--- src/rtl/alu_serial_addsub.sv ---
// alu_serial_addsub: digit-serial WIDTH-bit add / magnitude-subtract engine.
//
// One 2-bit digit is processed per clock, LSB first, so no wide carry chain is
// needed. A subtraction that borrows (op_a < op_b) takes a second pass that
// negates the collected result digit-serially, giving |op_a - op_b|.
//
// Ports:
//   clk          rising-edge clock
//   rst_n        asynchronous active-low reset
//   start_valid  command valid
//   start_ready  engine idle and able to accept a command
//   op_a, op_b   operands, sampled only on the accept edge
//   sel          0 = add, 1 = subtract (magnitude)
//   res_valid    result/carry valid, held until res_ready
//   res_ready    consumer accepts the result
//   result       sum mod 2^WIDTH, or |op_a - op_b|
//   carry        add: carry-out; sub: 1 when op_a < op_b
//   busy         engine is not idle
//   zero         (ALU_SERIAL_ZERO_EN only) final result == 0, valid with res_valid
//
// Configuration macro: ALU_SERIAL_ZERO_EN adds the zero flag output.
//
// WIDTH must be even and >= 2.

module alu_serial_addsub #(
   parameter int unsigned WIDTH = 8
) (
   input  logic             clk,
   input  logic             rst_n,
   input  logic             start_valid,
   output logic             start_ready,
   input  logic [WIDTH-1:0] op_a,
   input  logic [WIDTH-1:0] op_b,
   input  logic             sel,
   output logic             res_valid,
   input  logic             res_ready,
   output logic [WIDTH-1:0] result,
   output logic             carry,
   output logic             busy
`ifdef ALU_SERIAL_ZERO_EN
   ,
   output logic             zero
`endif
);

   localparam int unsigned DIGITS = WIDTH / 2;
   localparam int unsigned CntW   = (DIGITS > 1) ? $clog2(DIGITS) : 1;

   localparam logic [1:0] StIdle = 2'd0;
   localparam logic [1:0] StRun  = 2'd1;
   localparam logic [1:0] StNeg  = 2'd2;
   localparam logic [1:0] StDone = 2'd3;

   logic [1:0]       state_q, state_d;
   logic [WIDTH-1:0] a_q, a_d;
   logic [WIDTH-1:0] b_q, b_d;
   logic [WIDTH-1:0] r_q, r_d;
   logic             sel_q, sel_d;
   logic             c_q, c_d;
   logic             carry_q, carry_d;
   logic [CntW-1:0]  cnt_q, cnt_d;
`ifdef ALU_SERIAL_ZERO_EN
   // Sticky "some emitted digit was non-zero" flag.
   logic             nz_q, nz_d;
`endif

   logic [1:0]       b_dig;
   logic [2:0]       run_sum;
   logic [2:0]       neg_sum;
   logic [WIDTH-1:0] run_ins;
   logic [WIDTH-1:0] neg_ins;
   logic             last_dig;

   // Subtraction adds ~B with an initial carry of 1 (two's complement).
   assign b_dig    = sel_q ? ~b_q[1:0] : b_q[1:0];
   assign run_sum  = {1'b0, a_q[1:0]} + {1'b0, b_dig} + {2'b00, c_q};
   assign neg_sum  = {1'b0, ~r_q[1:0]} + {2'b00, c_q};
   // New digits enter at the top so after DIGITS shifts they sit in place.
   assign run_ins  = WIDTH'(run_sum[1:0]) << (WIDTH - 2);
   assign neg_ins  = WIDTH'(neg_sum[1:0]) << (WIDTH - 2);
   assign last_dig = (cnt_q == CntW'(DIGITS - 1));

   always_comb begin
      state_d = state_q;
      a_d     = a_q;
      b_d     = b_q;
      r_d     = r_q;
      sel_d   = sel_q;
      c_d     = c_q;
      carry_d = carry_q;
      cnt_d   = cnt_q;
`ifdef ALU_SERIAL_ZERO_EN
      nz_d    = nz_q;
`endif

      case (state_q)
         StIdle: begin
            if (start_valid) begin
               a_d     = op_a;
               b_d     = op_b;
               sel_d   = sel;
               c_d     = sel;
               cnt_d   = '0;
               state_d = StRun;
`ifdef ALU_SERIAL_ZERO_EN
               nz_d    = 1'b0;
`endif
            end
         end

         StRun: begin
            r_d   = (r_q >> 2) | run_ins;
            a_d   = a_q >> 2;
            b_d   = b_q >> 2;
            c_d   = run_sum[2];
            cnt_d = cnt_q + CntW'(1);
`ifdef ALU_SERIAL_ZERO_EN
            nz_d  = nz_q | (|run_sum[1:0]);
`endif
            if (last_dig) begin
               cnt_d = '0;
               if (!sel_q) begin
                  carry_d = run_sum[2];
                  state_d = StDone;
               end else if (run_sum[2]) begin
                  // No borrow: op_a >= op_b, result already the magnitude.
                  carry_d = 1'b0;
                  state_d = StDone;
               end else begin
                  // Borrow: result holds op_a - op_b mod 2^WIDTH; negate it.
                  c_d     = 1'b1;
                  state_d = StNeg;
`ifdef ALU_SERIAL_ZERO_EN
                  nz_d    = 1'b0;
`endif
               end
            end
         end

         StNeg: begin
            r_d   = (r_q >> 2) | neg_ins;
            c_d   = neg_sum[2];
            cnt_d = cnt_q + CntW'(1);
`ifdef ALU_SERIAL_ZERO_EN
            nz_d  = nz_q | (|neg_sum[1:0]);
`endif
            if (last_dig) begin
               cnt_d   = '0;
               carry_d = 1'b1;
               state_d = StDone;
            end
         end

         StDone: begin
            if (res_ready) begin
               state_d = StIdle;
            end
         end

         default: state_d = StIdle;
      endcase
   end

   always_ff @(posedge clk or negedge rst_n) begin
      if (!rst_n) begin
         state_q <= StIdle;
         a_q     <= '0;
         b_q     <= '0;
         r_q     <= '0;
         sel_q   <= 1'b0;
         c_q     <= 1'b0;
         carry_q <= 1'b0;
         cnt_q   <= '0;
`ifdef ALU_SERIAL_ZERO_EN
         nz_q    <= 1'b0;
`endif
      end else begin
         state_q <= state_d;
         a_q     <= a_d;
         b_q     <= b_d;
         r_q     <= r_d;
         sel_q   <= sel_d;
         c_q     <= c_d;
         carry_q <= carry_d;
         cnt_q   <= cnt_d;
`ifdef ALU_SERIAL_ZERO_EN
         nz_q    <= nz_d;
`endif
      end
   end

   // Gated with rst_n so start_ready reads 0 while reset is held.
   assign start_ready = (state_q == StIdle) && rst_n;
   assign res_valid   = (state_q == StDone);
   assign busy        = (state_q != StIdle);
   assign result      = r_q;
   assign carry       = carry_q;
`ifdef ALU_SERIAL_ZERO_EN
   assign zero        = (state_q == StDone) && !nz_q;
`endif

endmodule
--- config.mk ---
export PLATFORM = sky130hd
export DESIGN_NAME = alu_serial_addsub
export DESIGN_NICKNAME = d
export VERILOG_FILES = /design/src/rtl/alu_serial_addsub.sv
export SDC_FILE = /design/constraint.sdc
export NUM_CORES = 1
export LEC_CHECK = 0
export ABC_AREA = 1
export CAP_MARGIN = 20
export CORE_UTILIZATION = 51
export DETAILED_ROUTE_END_ITERATION = 12
export PLACE_DENSITY = 0.79
export SYNTH_ARGS = -nofsm -noshare
export SYNTH_HDL_FRONTEND = slang
export SYNTH_SLANG_ARGS = --single-unit
--- constraint.sdc ---
create_clock -name clk -period 2.8 [get_ports clk]
set_clock_uncertainty 0.15 [all_clocks]
set_input_delay 0.42 -clock clk [delete_from_list [all_inputs] [get_ports clk]]
set_output_delay 0.42 -clock clk [all_outputs]
set_load 0.01 [all_outputs]
### After elaboration in Yosys (flattened, before gate mapping)

Index checks and enable logic that the tools add are counted.

| cells by class | value |
|---|---|
| equal/unequal tests | 9 |
| bitwise logic cells | 4 |
| add/sub/neg operators | 4 |
| reductions and logical operators | 14 |
| muxes and demuxes | 25 |

Operators with widths:

| operator | number |
|---|---|
| case mux 8 bit (2 select lines) | 3 |
| 2-to-1 mux 8 bit | 2 |
| OR 6 x 8 -> 8 bit | 2 |
| 2-to-1 mux 2 bit | 7 |
| 2-to-1 mux 1 bit | 9 |
| case mux 2 bit (4 select lines) | 1 |
| AND reduction 2 bit | 4 |
| AND reduction 4 bit | 2 |
| nonzero test 2 bit | 4 |
| equality test 2 bit (second input constant) | 3 |
| inequality test 2 bit (second input constant) | 3 |
| NOT 2 bit | 2 |
| case mux 2 bit (2 select lines) | 1 |
| adder 2 x 1 -> 3 bit | 1 |
| adder 2 x 2 -> 3 bit | 1 |
| adder 3 x 1 -> 3 bit | 1 |
| inequality test 3 bit (second input constant) | 1 |
| case mux 1 bit (3 select lines) | 1 |
| nonzero test 3 bit | 1 |
| adder 2 x 1 -> 2 bit (second input constant) | 1 |
| equality test 2 x 1 -> 1 bit (second input constant) | 1 |
| zero test 2 bit | 1 |
| inequality test 2 x 1 -> 1 bit (second input constant) | 1 |
| case mux 1 bit (2 select lines) | 1 |
| 2 further kinds | 2 |

| storage, ports and cells | value |
|---|---|
| output and inout bits | 12 |
| bits in registers | 31 |

### Longest topological paths before layout

Gate-level depths: netlist of the first run.

| logic depth | value |
|---|---|
| depth in word-level cells | 8 |
| mapped depth | 10 |
| mapped depth without buffers | 9 |

### Least setup slack after synthesis of the first run

No wires, ideal clock.

| path | value |
|---|---|
| kind | reg2reg |
| start point | register sel_q |
| end point | register state_q[0] |
| period minus slack after synthesis | 2.044 ns |
| slack | 0.756 ns |
| setup time | 0.116 ns |
| arrival | 1.777 ns |
| cell stages (with the launch flop) | 11 |
| cells stage by stage | dfrtp_1 -> clkbuf_1 -> xor2_1 -> fa_1 -> fa_1 -> inv_1 -> nand2_1 -> nand3_1 -> nand3_1 -> nand2_1 -> nand2_1 |

| on the way | value |
|---|---|
| cells in the longest elaborated chain, start to end | 7 |

Ends and longest elaborated chain:

| element | line | text |
|---|---|---|
| from (decl) | 58 | `logic sel_q, sel_d;` |
| from (signal assigned) | 182 | `sel_q <= sel_d;` |
| 2-to-1 mux 2 bit | 75 | `assign b_dig = sel_q ? ~b_q[1:0] : b_q[1:0];` |
| adder 2 x 2 -> 3 bit | 76 | `assign run_sum = {1'b0, a_q[1:0]} + {1'b0, b_dig} + {2'b00, c_q};` |
| adder 3 x 1 -> 3 bit | 76 |  |
| 2-to-1 mux 1 bit | 125 | `end else if (run_sum[2]) begin` |
| 2-to-1 mux 1 bit * | 122 | `if (!sel_q) begin` |
| 2-to-1 mux 2 bit * | 120 | `if (last_dig) begin` |
| case mux 2 bit (4 select lines) * | 96 | `case (state_q)` |
| to (signal assigned) | 166 | `state_q <= StIdle;` |
| to (signal assigned) | 178 | `state_q <= state_d;` |
| to (decl) | 54 | `logic [1:0] state_q, state_d;` |

Mark *: on every way between the ends. The rest lies on a longest branch, timed or not. The select of a mux whose other input is x is not followed.
A chain may end at the register's enable or synchronous reset.

### Final worst setup path of the first run

| path | value |
|---|---|
| start point | register state_q[0] |
| end point | output port start_ready |

| on the way | value |
|---|---|
| cells in the longest elaborated chain, start to end | 2 |

Ends and longest elaborated chain:

| element | line | text |
|---|---|---|
| zero test 2 bit | 193 | `assign start_ready = (state_q == StIdle) && rst_n;` |
| logical AND 1 bit | 193 |  |
| to (decl) | 31 | `output logic start_ready,` |

No other way between the ends.

==> run metrics, run 1 <==
core area 0.00310 mm^2; leakage 1.00 nW; # nets final 268; Ports 33; CP Launch Type register; Net Switching 1.08 mW; Post-route DRC 0; unrepaired setup endpoints after global routing no; DR pass1 iterations 4; share of cells above drive strength 1 5.49%; Clk pin slew, worst setup/hold paths 0.10 ns; cts bufs inserted 5; GRT Residual Overflow 0; Slew Limit Fails 0; Synth Area in XOR/XNOR 1.03%; final hold viol count 0; initial DRC count 59; clock latency on the worst-skew pair 0.33 ns; gpl congestion 0.800; Sink Count 31; CTS tree yes; Comb power frac 53.8%; worst hold path class reg2reg; # Post-CTS Setup Buffers 0; Synth Area in Compound Gates 13.9%; worst vdd ir 0.691 mV; syn_nets 241; Flop pwr share 32.7%; Hold Buf Count CTS 0; Clock Power Share 13.6%; Ys Warns 0; Worst path max stage delay 0.52 ns; sequential element share of the synthesized area 45.5%; Crit path arrival time 1.86 ns; DR WL/cell 10.7 um; post-cts resize count 0; DP Area 0.00199 mm^2; relative slew slack 70.8%; Max FO, Critical Path 6; Finished Layout Cells 281; Worst path top cell family by delay buffers and inverters; Fin Setup TNS 0 ns; Vert. Die Dim 59.8 um; cell mode on critical path inv_1; largest buffer count on any clock path 2; DR vias 1,383; post-synthesis adder-cell area fraction 8.22%; dpl cells 274; row cnt 20; ratio of total power to cell area 1200 mW/mm^2; Worst Path Required 2.23 ns; vias in the first global route 1,290; Max Fclk 412 MHz; antenna cells 0; Sw Share 43.5%; # fillers 293; final setup violation count 0; Worst Setup End Kind primary output; synthesis-stage register bit count 31; Post-Synth Simple-Gate Area 18.3%; Post-DP HPWL 2140 um; minimum clock period 2.43 ns; clock root cell clkbuf_4; status complete, no violations; largest net degree at the start of global routing 33; CP bufs+invs 3; mux cell area share after synthesis 0%; CP max-delay cell clkdlybuf4s50_1; Initial Util 55.0%; CP Cell Sequence inv_1, ha_1, nand2_1, inv_1, clkdlybuf4s50_1; synthesized instance count 210; Max Cap Viol 0; largest family of logic cells by synthesized area simple AND/OR/NAND/NOR gates; mapped cell area 0.00171 mm^2; synthesized area per cell 8.12 um^2; period utilisation layout 86.8%; global-route wire length before repair 5250 um; initial antenna violation count 0; die extent in x 59.8 um; Int Pwr 1.40 mW; CP Class reg2out; synthesis-to-layout area growth 20.8%; total power 2.48 mW; H-tree Lvls 2; Routed WL 3010 um; Routed Antenna Nets 0; Total GRT Usage 20.5%; Port Buf Inserts 32; Distinct cells, synth 21; die area 0.00358 mm^2; cell area after layout 0.00206 mm^2; DR vias/cell 4.92; Slew @ Worst Pin 0.438 ns
## logic make-up (layout without fill, tap and decap cells)
logic type               count (synthesis)  in the layout
AND/OR/NAND/NOR                         79             79
buffers and inverters                   45             72
AO/OA/AOI/OAI                           43             43
flip-flops                              31             31
adder cells (fa/ha/maj)                 10             10
XOR/XNOR                                 2              2
## tightest hold or removal path: stages (launching register included)
cell and delay, ns:
dfrtp_1 0.36, nand2_1 0.05, o21ai_0 0.06
## layer usage
layer | wire (um) | vias up | track usage, %
met3 | 126 | 9 | 4.55
met1 | 1430 | 638 | 25.1
met5 | 0 | - | 0
li1 | - | 705 | -
met2 | 1360 | 31 | 32.5
met4 | 81 | 0 | 13.0
## cell usage in the layout (no fill, tap or decap)
cell type	Yosys	layout
inv_2	1	1
nand2_1	59	59
clkdlybuf4s50_1	0	32
o21a_1	4	4
clkbuf_1	2	1
o21ai_1	4	4
clkbuf_4	0	5
a21oi_1	6	6
o21ai_2	3	3
ha_1	8	8
bufinv_16	0	1
fa_1	2	2
inv_1	29	29
nand3_1	9	9
clkinv_1	1	1
buf_4	8	2
xor2_1	2	2
o21ai_0	26	26
nand4_1	1	1
dfrtp_1	31	31
nor2_1	9	9
nand2_2	1	1
## area by class of cell
class	instances	area, um^2	area share [%]
clock buffer	6	41.3	2.00
tap	44	55.1	2.67
sequential	31	776	37.6
multi-input combinational	134	707	34.3
inverter	31	116	5.65
clock inverter	1	30.0	1.46
timing repair buffer	34	335	16.3
## power groups by stage
stage | combinational [mW] | sequential, mW | clock [mW]
after global placement | 1.30 | 0.810 | 0
after global routing | 1.54 | 0.835 | 0.358
after CTS | 1.35 | 0.812 | 0.342
after detailed placement | 1.34 | 0.820 | 0
final | 1.33 | 0.809 | 0.336
after floorplan | 1.07 | 0.787 | 0
## state kept, by name, indices dropped and copies added (netlist names)
register and flops:
a_q 8, b_q 8, c_q 1, carry 1, cnt_q 2, result 8, sel_q 1, state_q 2
## worst paths after layout
check	start	end	slack (ns)	cells after the start
worst max-delay path	state_q[0]	start_ready	0.37	5
worst min-delay path	carry	carry	0.35	2
worst max register to register	state_q[0]	cnt_q[1]	0.65	5
worst min register to register	carry	carry	0.35	2
max in group asynchronous	rst_n	a_q[0]	1.85	2
min in group asynchronous	rst_n	sel_q	0.37	2
## cell usage after synthesis
cell type	number	area (um^2)
xor2_1	2	17.5
fa_1	2	40.0
nand3_1	9	45.0
o21ai_2	3	26.3
inv_1	29	109
o21ai_1	4	20.0
clkinv_1	1	3.75
buf_4	8	60.1
nor2_1	9	33.8
buf_6	3	33.8
clkbuf_1	2	7.51
ha_1	8	100
buf_2	1	5.00
inv_2	1	3.75
o21a_1	4	30.0
a21oi_1	6	30.0
nand2_1	59	221
nand4_1	1	6.26
dfrtp_1	31	776
nand2_2	1	6.26
o21ai_0	26	130
## stage by stage
step / hold WS, ns / util [%] / setup WS [ns]
3_3_place_gp: 0.318 / 64.1 / 0.669
4_1_cts: 0.357 / 66.4 / 0.355
3_5_place_dp: 0.334 / 64.1 / 0.677
2_1_floorplan: -0.0256 / - / 0.756
6_report: 0.349 / 66.4 / 0.371
5_1_grt: 0.397 / 66.4 / 0.254
Power figures use the tool's default switching activity.
==> run 2, diff against run 1 <==
--- a/config.mk
+++ b/config.mk
@@ -5,11 +5,12 @@
 export SDC_FILE = /design/constraint.sdc
 export NUM_CORES = 1
 export LEC_CHECK = 0
-export ABC_AREA = 1
+export ABC_AREA = 0
 export CAP_MARGIN = 20
 export CORE_UTILIZATION = 51
 export DETAILED_ROUTE_END_ITERATION = 12
 export PLACE_DENSITY = 0.79
+export SLEW_MARGIN = 5
 export SYNTH_ARGS = -nofsm -noshare
 export SYNTH_HDL_FRONTEND = slang
 export SYNTH_SLANG_ARGS = --single-unit
==> run 2 against run 1 <==
Net effect:
- critical path depth down 1
- clock power down 24%
- register-to-register slack worse by 0.36 ns
==> run metrics, run 2 <==
Vert. Die Dim 59.2 um (was 59.8 um); WHS 0.338 ns (was 0.349 ns); final hold viol count 0 (unchanged); CP Class reg2out (unchanged); clock latency on the worst-skew pair 0.34 ns (was 0.33 ns); count leader, synth dfrtp_1 (was nand2_1); Slew @ Worst Pin 0.544 ns (was 0.438 ns); Worst Setup End Kind primary output (unchanged); DR WL/cell 13.5 um (was 10.7 um); Fin Setup TNS 0 ns (unchanged); status complete, no violations (unchanged); leakage 0.894 nW (was 1.00 nW); CP Launch Type register (unchanged); DR vias/cell 5.31 (was 4.92); DR vias 1,233 (was 1,383); minimum clock period 2.63 ns (was 2.43 ns); relative slew slack 63.7% (was 70.8%); share of cells above drive strength 1 9.04% (was 5.49%); Synth Area in Compound Gates 13.5% (was 13.9%); Post-synth EDFFs 0 (unchanged); H-tree Lvls 2 (unchanged); CTS tree yes (unchanged); worst slack at placement 0.343 ns (was 0.677 ns); synthesis-to-layout area growth 21.8% (was 20.8%); top post-synthesis cells by count dfrtp_1 (31), o21ai_0 (20), nand2_1 (19) (was nand2_1 (59), dfrtp_1 (31), inv_1 (29)); vias in the first global route 1,229 (was 1,290); ratio of total power to cell area 1200 mW/mm^2 (about the same); Port Buf Inserts 32 (unchanged); top cells by area, synth dfrtp_1 (47%), mux2i_1 (9.0%), ha_1 (6.0%), o21ai_0 (6.0%), nand2_1 (4.3%) (was dfrtp_1 (45%), nand2_1 (13%), o21ai_0 (7.6%), inv_1 (6.4%), ha_1 (5.9%)); core area 0.00308 mm^2 (was 0.00310 mm^2); Ports 33 (unchanged); Post-DP HPWL 2340 um (was 2140 um); final setup violation count 0 (unchanged); largest family of logic cells by synthesized area compound AO/OA/AOI/OAI gates (was simple AND/OR/NAND/NOR gates); Routed WL 3120 um (was 3010 um); asr flop ratio synth 100% (unchanged); synthesized instance count 160 (was 210); die extent in x 59.2 um (was 59.8 um); sequential element share of the synthesized area 46.5% (was 45.5%); Total GRT Usage 20.3% (was 20.5%); die area 0.00350 mm^2 (was 0.00358 mm^2); antenna cells 0 (unchanged); worst vdd ir 0.517 mV (was 0.691 mV); initial DRC count 22 (was 59); DR pass1 iterations 4 (unchanged); Post-Synth Simple-Gate Area 9.90% (was 18.3%); Clk pin slew, worst setup/hold paths 0.10 ns (about the same); cts bufs inserted 5 (unchanged); top cell type by total area after synthesis dfrtp_1 (unchanged); post-cts resize count 0 (unchanged); mapped cell area 0.00167 mm^2 (was 0.00171 mm^2); Ys Warns 0 (unchanged); most frequent cells in the layout clkdlybuf4s50_1 (32), dfrtp_1 (31), o21ai_0 (20), nand2_1 (19), mux2i_1 (15) (was nand2_1 (59), clkdlybuf4s50_1 (32), dfrtp_1 (31), inv_1 (29), o21ai_0 (26)); Primary FF master, synth dfrtp_1 (unchanged); post-synth top area share 46.5% (was 45.5%); Sink Count 31 (unchanged); gpl congestion 0.819 (was 0.800); synthesized area per cell 10.4 um^2 (was 8.12 um^2); # nets final 218 (was 268); unrepaired setup endpoints after global routing no (unchanged); Distinct cells, synth 31 (was 21); Slew Limit Fails 0 (unchanged); Worst Path Required 2.23 ns (about the same); Routed Antenna Nets 0 (unchanged); Crit path arrival time 2.06 ns (was 1.86 ns); worst hold path class reg2reg (unchanged); period utilisation layout 94.0% (was 86.8%); Hold Buf Count CTS 0 (unchanged); synthesis-stage register bit count 31 (unchanged); global-route wire length before repair 5160 um (was 5250 um); commonest non-fill, non-tap cell in the layout clkdlybuf4s50_1 (was nand2_1); clock root cell clkbuf_4 (unchanged); syn_nets 191 (was 241); FF-to-FF setup slack 0.29 ns (was 0.65 ns); # Post-CTS Setup Buffers 0 (unchanged); Max Cap Viol 0 (unchanged); Synth Area in XOR/XNOR 1.58% (was 1.03%); row cnt 20 (unchanged); initial antenna violation count 0 (unchanged); post-synthesis adder-cell area fraction 8.40% (was 8.22%); Max FO, Critical Path 13 (was 6); mux cell area share after synthesis 13.3% (was 0%); largest net degree at the start of global routing 32 (was 33); post-route setup slack 0.169 ns (was 0.371 ns); Post-route DRC 0 (unchanged); Initial Util 54.2% (was 55.0%); Max Fclk 380 MHz (was 412 MHz); largest buffer count on any clock path 2 (unchanged); GRT Residual Overflow 0 (unchanged)
[run 2: cell types whose count changed after synthesis, moves of 4 or more]
cell | previous run | this run
and3_1 | 0 | 4
inv_1 | 29 | 7
mux2i_1 | 0 | 15
mux2_2 | 0 | 5
o21ai_0 | 26 | 20
o21ai_1 | 4 | 0
nand2_1 | 59 | 19
nand3_1 | 9 | 0
nor2_1 | 9 | 5
[run 2: kinds of logic (layout without fill, tap and decap cells)]
logic type                 count (synthesis)  in the layout
buffers and inverters                     22             50
adders and majority gates                 10             10
xor gates and xnor gates                   3              3
DFF                                       31             31
AOI/OAI and AO/OA                         38             38
and+or+nand+nor                           35             35
muxes                                     21             21
[run 2: cell type report]
type / count / area [um^2]
Fill cell: 263 / 1050
Tap cell: 44 / 55.1
Clock buffer: 6 / 41.3
Sequential cell: 31 / 776
Multi-Input combinational cell: 107 / 778
Clock inverter: 2 / 12.5
Timing Repair Buffer: 35 / 343
Inverter: 7 / 26.3
[run 2: routing by layer]
metal	wire (um)	GRT usage, %	part of all wire [%]
met2	1610	36.3	51
met3	154	6.99	4.9
met1	1320	22.3	42
met4	39	6.80	1.2
met5	0	0	0
[run 2: worst max-delay path, cell delays in order (launching register included)]
cell and delay [ns]:
dfrtp_1 0.43, inv_1 0.14, ha_1 0.42, and2_1 0.20
clkdlybuf4s50_1 0.54
[run 2: worst paths after layout]
| check | start | to | cells after the start |
|---|---|---|---|
| min in group asynchronous | rst_n | result[0] | 2 |
| max in group asynchronous | rst_n | carry | 2 |
| min reg2reg | a_q[4] | a_q[4] | 2 |
| max reg2reg | sel_q | state_q[0] | 6 |
| min | a_q[4] | a_q[4] | 2 |
| max | state_q[0] | start_ready | 4 |
[run 2: power by group]
group | leakage (nW) | internal (mW) | switching (mW)
sequential | 0.378 | 0.673 | 0.162
combinational | 0.488 | 0.688 | 0.658
clock | 0.0282 | 0.0967 | 0.158
total | 0.894 | 1.46 | 0.978
[run 2: metrics by stage]
stage	area (um^2)	utilization [%]	std cells	total power [mW]
floorplan	1670	-	160	1.86
global placement	1980	64.3	224	2.14
detailed placement	1980	64.3	224	2.20
CTS	2030	66.0	232	2.46
global route	2030	66.0	232	2.65
finish	2030	66.0	232	2.44
